===== src/rtl/sig_exp_scheduler.sv =====
// Round-robin sharing of one signal expansioner among N_CH rising-edge requesters.
// Launch one cycle after a request is queued; grant held for LAUNCH + (len+1) HOLD cycles; extra edges on a queued channel are dropped.
module sig_exp_scheduler #(
  parameter int N_CH                 = 4,
  parameter int CH_ID_WIDTH          = 2,
  parameter int MAX_EXTEND_LEN_WIDTH = 5,
  parameter int DEFAULT_LEN          = 4
) (
  input  logic                            CLK,
  input  logic                            RESETN,
  input  logic [N_CH-1:0]                 REQ,
  input  logic                            CFG_WE,
  input  logic [CH_ID_WIDTH-1:0]          CFG_ADDR,
  input  logic [MAX_EXTEND_LEN_WIDTH-1:0] CFG_DATA,
  output logic                            SIG_OUT,
  output logic [MAX_EXTEND_LEN_WIDTH-1:0] EXTEND_LEN,
  output logic [N_CH-1:0]                 GRANT,
  output logic [CH_ID_WIDTH-1:0]          GRANT_ID,
  output logic                            BUSY,
  output logic [N_CH-1:0]                 DROP
);

  typedef enum logic [1:0] {IDLE, LAUNCH, HOLD} state_t;

  state_t                            state, state_nxt;
  logic [N_CH-1:0]                   req_d, pending, rise, clr;
  logic [MAX_EXTEND_LEN_WIDTH-1:0]   len_bank [N_CH];
  logic [MAX_EXTEND_LEN_WIDTH-1:0]   cnt, cnt_nxt;
  logic [CH_ID_WIDTH-1:0]            last_id, sel_id;
  logic                              sel_vld;

  assign rise = REQ & ~req_d;

  // First pending channel after the previous owner, wrapping at N_CH.
  always_comb begin
    sel_vld = 1'b0;
    sel_id  = '0;
    for (int k = 0; k < N_CH; k++) begin
      if (!sel_vld && pending[(int'(last_id) + 1 + k) % N_CH]) begin
        sel_vld = 1'b1;
        sel_id  = CH_ID_WIDTH'((int'(last_id) + 1 + k) % N_CH);
      end
    end
  end

  always_comb begin
    state_nxt = state;
    cnt_nxt   = cnt;
    clr       = '0;
    case (state)
      IDLE: begin
        if (sel_vld) begin
          state_nxt = LAUNCH;
          clr       = N_CH'(1) << sel_id;
        end
      end
      LAUNCH: begin
        state_nxt = HOLD;
        cnt_nxt   = EXTEND_LEN;
      end
      HOLD: begin
        if (cnt == '0) state_nxt = IDLE;
        else           cnt_nxt   = cnt - 1'b1;
      end
      default: state_nxt = IDLE;
    endcase
  end

  always_ff @(posedge CLK or negedge RESETN) begin
    if (!RESETN) begin
      state      <= IDLE;
      cnt        <= '0;
      req_d      <= '0;
      pending    <= '0;
      last_id    <= CH_ID_WIDTH'(N_CH - 1);
      SIG_OUT    <= 1'b0;
      EXTEND_LEN <= '0;
      GRANT      <= '0;
      GRANT_ID   <= '0;
      BUSY       <= 1'b0;
      DROP       <= '0;
    end else begin
      state   <= state_nxt;
      cnt     <= cnt_nxt;
      req_d   <= REQ;
      // A rise coinciding with its own clear re-queues instead of dropping.
      pending <= (pending & ~clr) | rise;
      DROP    <= rise & pending & ~clr;
      SIG_OUT <= (state_nxt == LAUNCH);
      BUSY    <= (state_nxt != IDLE);
      if (state == IDLE && sel_vld) begin
        last_id    <= sel_id;
        GRANT_ID   <= sel_id;
        EXTEND_LEN <= len_bank[sel_id];
        GRANT      <= clr;
      end else if (state_nxt == IDLE) begin
        GRANT <= '0;
      end
    end
  end

  // Bank reads above see the pre-write value when a write shares the latch edge.
  always_ff @(posedge CLK or negedge RESETN) begin
    if (!RESETN) begin
      for (int i = 0; i < N_CH; i++) len_bank[i] <= MAX_EXTEND_LEN_WIDTH'(DEFAULT_LEN);
    end else if (CFG_WE && (int'(CFG_ADDR) < N_CH)) begin
      len_bank[CFG_ADDR] <= CFG_DATA;
    end
  end

endmodule


===== config.mk =====
export PLATFORM = sky130hd
export DESIGN_NAME = sig_exp_scheduler
export DESIGN_NICKNAME = d
export VERILOG_FILES = /design/src/rtl/sig_exp_scheduler.sv
export SDC_FILE = /design/constraint.sdc
export NUM_CORES = 1
export LEC_CHECK = 0
export CAP_MARGIN = 5
export CORE_MARGIN = 4
export CORE_UTILIZATION = 40
export DETAILED_ROUTE_END_ITERATION = 12
export PLACE_DENSITY = 0.71
export SYNTH_ARGS = -nofsm -noshare
export SYNTH_HDL_FRONTEND = slang
export SYNTH_SLANG_ARGS = --single-unit

===== constraint.sdc =====
create_clock -name CLK -period 2.8 [get_ports CLK]
set_clock_uncertainty 0.2 [all_clocks]
set_input_delay 0.7 -clock CLK [delete_from_list [all_inputs] [get_ports CLK]]
set_output_delay 0.7 -clock CLK [all_outputs]
set_load 0.02 [all_outputs]

== Word level (Yosys, flattened, before mapping) ==
Index checks and enable logic that the tools add are counted.
Cells by class
  add/subtract/negate cells: 5
  $lt $le $gt $ge: 7
  eq/ne operators: 4
  shifts and indexed selects: 1
  multiplexer cells: 35
  bitwise operators: 13
  reductions and logical operators: 19
Operator list (number)
  bitwise mux 20 bit: 1
  two-way mux 5 bit: 4
  AND 4 bit: 4
  < comparator 3 x 4 -> 1 bit (second input constant): 4
  two-way mux 4 bit: 4
  two-way mux 1 bit: 12
  two-way mux 2 bit: 6
  binary-select mux 5 bit (select 2 bit): 1
  demux 5 bit (select 2 bit): 1
  case mux 5 bit (2 select lines): 1
  binary-select mux 1 bit (select 2 bit): 4
  inverter 4 bit: 2
  OR reduction 2 bit: 4
  >= comparator 3 bit (second input constant): 2
  inverter 2 -> 3 bit: 2
  case mux 2 bit (3 select lines): 1
  nonzero test 2 bit: 3
  logical AND 1 bit: 5
  zero test 5 bit: 1
  subtractor 5 x 1 -> 5 bit (second input constant): 1
  adder 2 x 1 -> 2 bit (second input constant): 2
  adder 2 bit (second input constant): 2
  AND 1 bit (first input constant): 4
  equality test 2 x 1 -> 1 bit (second input constant): 2
  other kinds (8): 11
Storage, ports and cells
  register bits after elaboration: 54
  input bits: 14
  output and inout port bits: 17

== Longest topological paths before layout ==
  depth after elaboration: 22
  depth in mapped cells: 8
  gate-level depth less buffers: 7

== Worst setup path before layout ==
OpenSTA, ideal clock, no wires.
  kind: reg-to-reg
  start point: register last_id[1]
  end point: register EXTEND_LEN[0]
  setup time: 138 ps
  arrival: 1610 ps
  setup slack: 852 ps
  cell stages (with the launch flop): 9
  path buffers: 3
  cell sequence: dfstp_2 -> buf_2 -> nand2_1 -> a21oi_1 -> o221a_1 -> buf_6 -> buf_12 -> mux2i_1 -> o221ai_1
Between the ends
  longest elaborated chain between the ends: 18
Ends and longest elaborated chain
  start, declared: RTL line 29  | logic [CH_ID_WIDTH-1:0] last_id, sel_id;
  start signal, assigned: RTL line 75  | last_id <= CH_ID_WIDTH'(N_CH - 1);
  start signal, assigned: RTL line 92  | last_id <= sel_id;
  adder 2 x 1 -> 2 bit *: RTL line 39, 41
  branches (longest 17 deep; another with adder 2 x 1 -> 2 bit)
  end signal, assigned: RTL line 94  | EXTEND_LEN <= len_bank[sel_id];
  end, declared: RTL line 16  | output logic [MAX_EXTEND_LEN_WIDTH-1:0] EXTEND_LEN,
Mark *: on every way between the ends. The select of a mux whose other input is x is not followed.
A chain may end at the register's enable or synchronous reset.

== Final worst setup path ==
  start point: register EXTEND_LEN[2]
  end point: output port EXTEND_LEN[2]
No word-level cell between the ends.

==> impl_metrics.json <==
{
  "status": "completed",
  "fin_cells": 296,
  "clock.fmax_mhz": 450.2,
  "fin_crit_ns": 2.221,
  "grt_max_degree": 32,
  "synth.most_common_cell": "dfrtp_1",
  "start_util": 0.4180,
  "layout-drive-gt1-share": 0.1964,
  "met1_length_mm": 1.924,
  "fin_nets": 239,
  "post_cts_resized": 0,
  "synth.distinct_cells": 35,
  "routed_via_density": 5.078,
  "worst_r2r_path_depth": 5,
  "areaGrowthSynthToFinish_pct": 20.68,
  "cts_root_buf": "clkbuf_8",
  "worst-setup-path-type": "reg2out",
  "wl_met3_um": 168,
  "cts_made_buffers": 5,
  "r2r_setup_slack_ns": 0.65,
  "routed_wl_mm": 4.159,
  "syn_nets": 206,
  "clk_pin_slew_worst_paths_ns": 0.09,
  "leakagePower_nw": 1.214,
  "die_w_um": 84.32,
  "finalCritPeriodShare": 0.7933,
  "rsz0062_at_grt": "no",
  "ys.flop_type": "dfrtp_1",
  "yosysSeqAreaShare": 0.5832,
  "yosys.area.top_type": "dfrtp_1",
  "syn-cell-area_mm2": 0.002330,
  "cp_data_required_time_ns": 1.90,
  "finalSetupViolCount": 0,
  "critPathSlowestCell": "clkdlybuf4s50_1",
  "dpl_cell_area_mm2": 0.002695,
  "met2_length_mm": 2.006,
  "gp_congestion": 0.8386,
  "maxCapViolations": 0,
  "relSlewSlack": 0.6349,
  "hp-class": "in2async",
  "numPortBuffers": 30,
  "cp-start-kind": "register",
  "crit_chain": "clkdlybuf4s50_1",
  "ir_worst_vdd_mv": 0.4592,
  "num_vias": 1503,
  "detailedRoute.firstPassIterationCount": 4,
  "cts_hold_buf": 0,
  "yosysWarnings": 0,
  "n_fill_cell": 510,
  "cpPeakStageDelay_ns": 0.62,
  "synthCells": 190,
  "ant_nets": 0,
  "synth.area.top_cells": "dfrtp_1, mux2_2, dfstp_2, mux2i_1, nand2_1",
  "io_pins": 31,
  "post-cts-setup-buffer-count": 0,
  "hold_viol_final": 0,
  "grt_pass1_wl_mm": 7.327,
  "cts_tree": "done",
  "synth.avg_cell_area_um2": 12.26,
  "grt_antenna_before_repair": 0,
  "ys_ff_latch": 54,
  "r2r-end": "EXTEND_LEN[3]",
  "async_reset_ff_frac": 1.000,
  "dp_hpwl_mm": 2.926,
  "synth_top_area_frac": 0.5156,
  "worstPathBufferInverterCount": 1,
  "cts_buffer_depth": 2,
  "fin_area_mm2": 0.002811,
  "cts.sinks": 54,
  "placedCellCount": 288,
  "core_area_mm2": 0.005574,
  "htree_levels": 2,
  "grt_overflow": 0,
  "worstMarginPinSlew_ns": 0.5477,
  "drt_iter0_markers": 68,
  "power_density_mw_per_mm2": 1093,
  "die_area_mm2": 0.007109,
  "end_kind": "output port",
  "antennaDiodeCount": 0,
  "post_drt_wl_per_cell_um": 14.05,
  "row_count": 27,
  "r2r_start": "last_id[1]",
  "slew_violations": 0,
  "highest_layer": "met4",
  "die_height_um": 84.32,
  "synthTopCellsByCount": "dfrtp_1, mux2_2, nand2_1, mux2i_1, nor2_1",
  "grt_pass1_vias": 1531,
  "finalSetupTns_ns": 0,
  "worstPathMaxFanout": 3,
  "insertion_delay_ns": 0.30,
  "arrival_ns": 1.32,
  "post-route-drc-count": 0,
  "track_usage": 0.1286,
  "critPathTopFamily": "buffers and inverters",
  "synth_edf_count": 0
}
## state kept, by name, summed over array words and instances (netlist names), 4 cells and up
| name | flops |
|---|---|
| DROP | 4 |
| EXTEND_LEN | 5 |
| GRANT | 4 |
| cnt | 5 |
| len_bank | 20 |
| pending | 4 |
| req_d | 4 |
## kinds of logic after synthesis
logic type	count (synthesis)	share of synthesized area
DFF	54	0.5832
muxes	31	0.1439
buffers and inverters	16	0.04082
and+or+nand+nor	48	0.1053
xor gates and xnor gates	2	0.007520
AOI/OAI and AO/OA	37	0.1085
adders and majority gates	2	0.01074
## cells in the final DEF (no fill, tap or decap), types with 2 or more instances in the layout
| cell | n |
|---|---|
| a21oi_1 | 7 |
| buf_4 | 3 |
| clkbuf_8 | 6 |
| clkdlybuf4s50_1 | 29 |
| dfrtp_1 | 48 |
| dfstp_2 | 6 |
| ha_1 | 2 |
| inv_1 | 7 |
| mux2_2 | 20 |
| mux2i_1 | 11 |
| nand2_1 | 19 |
| nand2b_1 | 7 |
| nand3b_1 | 4 |
| nor2_1 | 8 |
| nor3_1 | 4 |
| nor3b_1 | 2 |
| o21ai_0 | 4 |
| o21ai_1 | 7 |
| o21ai_2 | 3 |
| o221a_1 | 2 |
| o221ai_1 | 6 |
| o22a_1 | 2 |
| o22ai_1 | 2 |
| xor2_1 | 2 |
## stage by stage
step | setup slack (ns) | util | total power, mW | hold slack, ns
2_1_floorplan | 0.8524 | - | 2.225 | 0.2044
3_3_place_gp | 0.5758 | 0.4835 | 2.542 | 0.2163
3_5_place_dp | 0.5577 | 0.4835 | 2.560 | 0.2234
4_1_cts | 0.5462 | 0.5044 | 3.112 | 0.1741
5_1_grt | 0.4568 | 0.5044 | 3.308 | 0.1958
6_report | 0.5787 | 0.5044 | 3.074 | 0.1766
## worst max-delay path by stage
| stage | depth (start not counted) | to | from | slack (ns) |
|---|---|---|---|---|
| after global placement | 4 | len_bank[18] | CFG_WE | 0.58 |
| after global routing | 5 | EXTEND_LEN[4] | last_id[1] | 0.46 |
| final | 1 | EXTEND_LEN[2] | EXTEND_LEN[2] | 0.58 |
| after CTS | 1 | EXTEND_LEN[3] | EXTEND_LEN[3] | 0.55 |
| after detailed placement | 4 | len_bank[19] | CFG_WE | 0.56 |
| after floorplan | 8 | EXTEND_LEN[0] | last_id[1] | 0.85 |
## routing by layer
layer	global-route usage	up-vias
met5	0	-
met4	0.03947	0
met3	0.03925	4
met2	0.2037	30
met1	0.1699	730
li1	-	739
## power breakdown
part           total, mW  internal (mW)  switching, mW
Combinational       1.29          0.602          0.688
Sequential          1.25           1.04          0.208
Clock              0.532          0.292          0.241
Total               3.07           1.94           1.14
## cell type report
cell class                 instances  area, µm²  area share
tap                               72      90.09     0.03204
timing repair buffer              34      337.8      0.1202
multi-input combinational        120      875.8      0.3115
sequential                        54       1359      0.4833
clock inverter                     1      30.03     0.01068
clock buffer                       7      86.33     0.03071
inverter                           8      32.53     0.01157
Power figures use the tool's default switching activity.
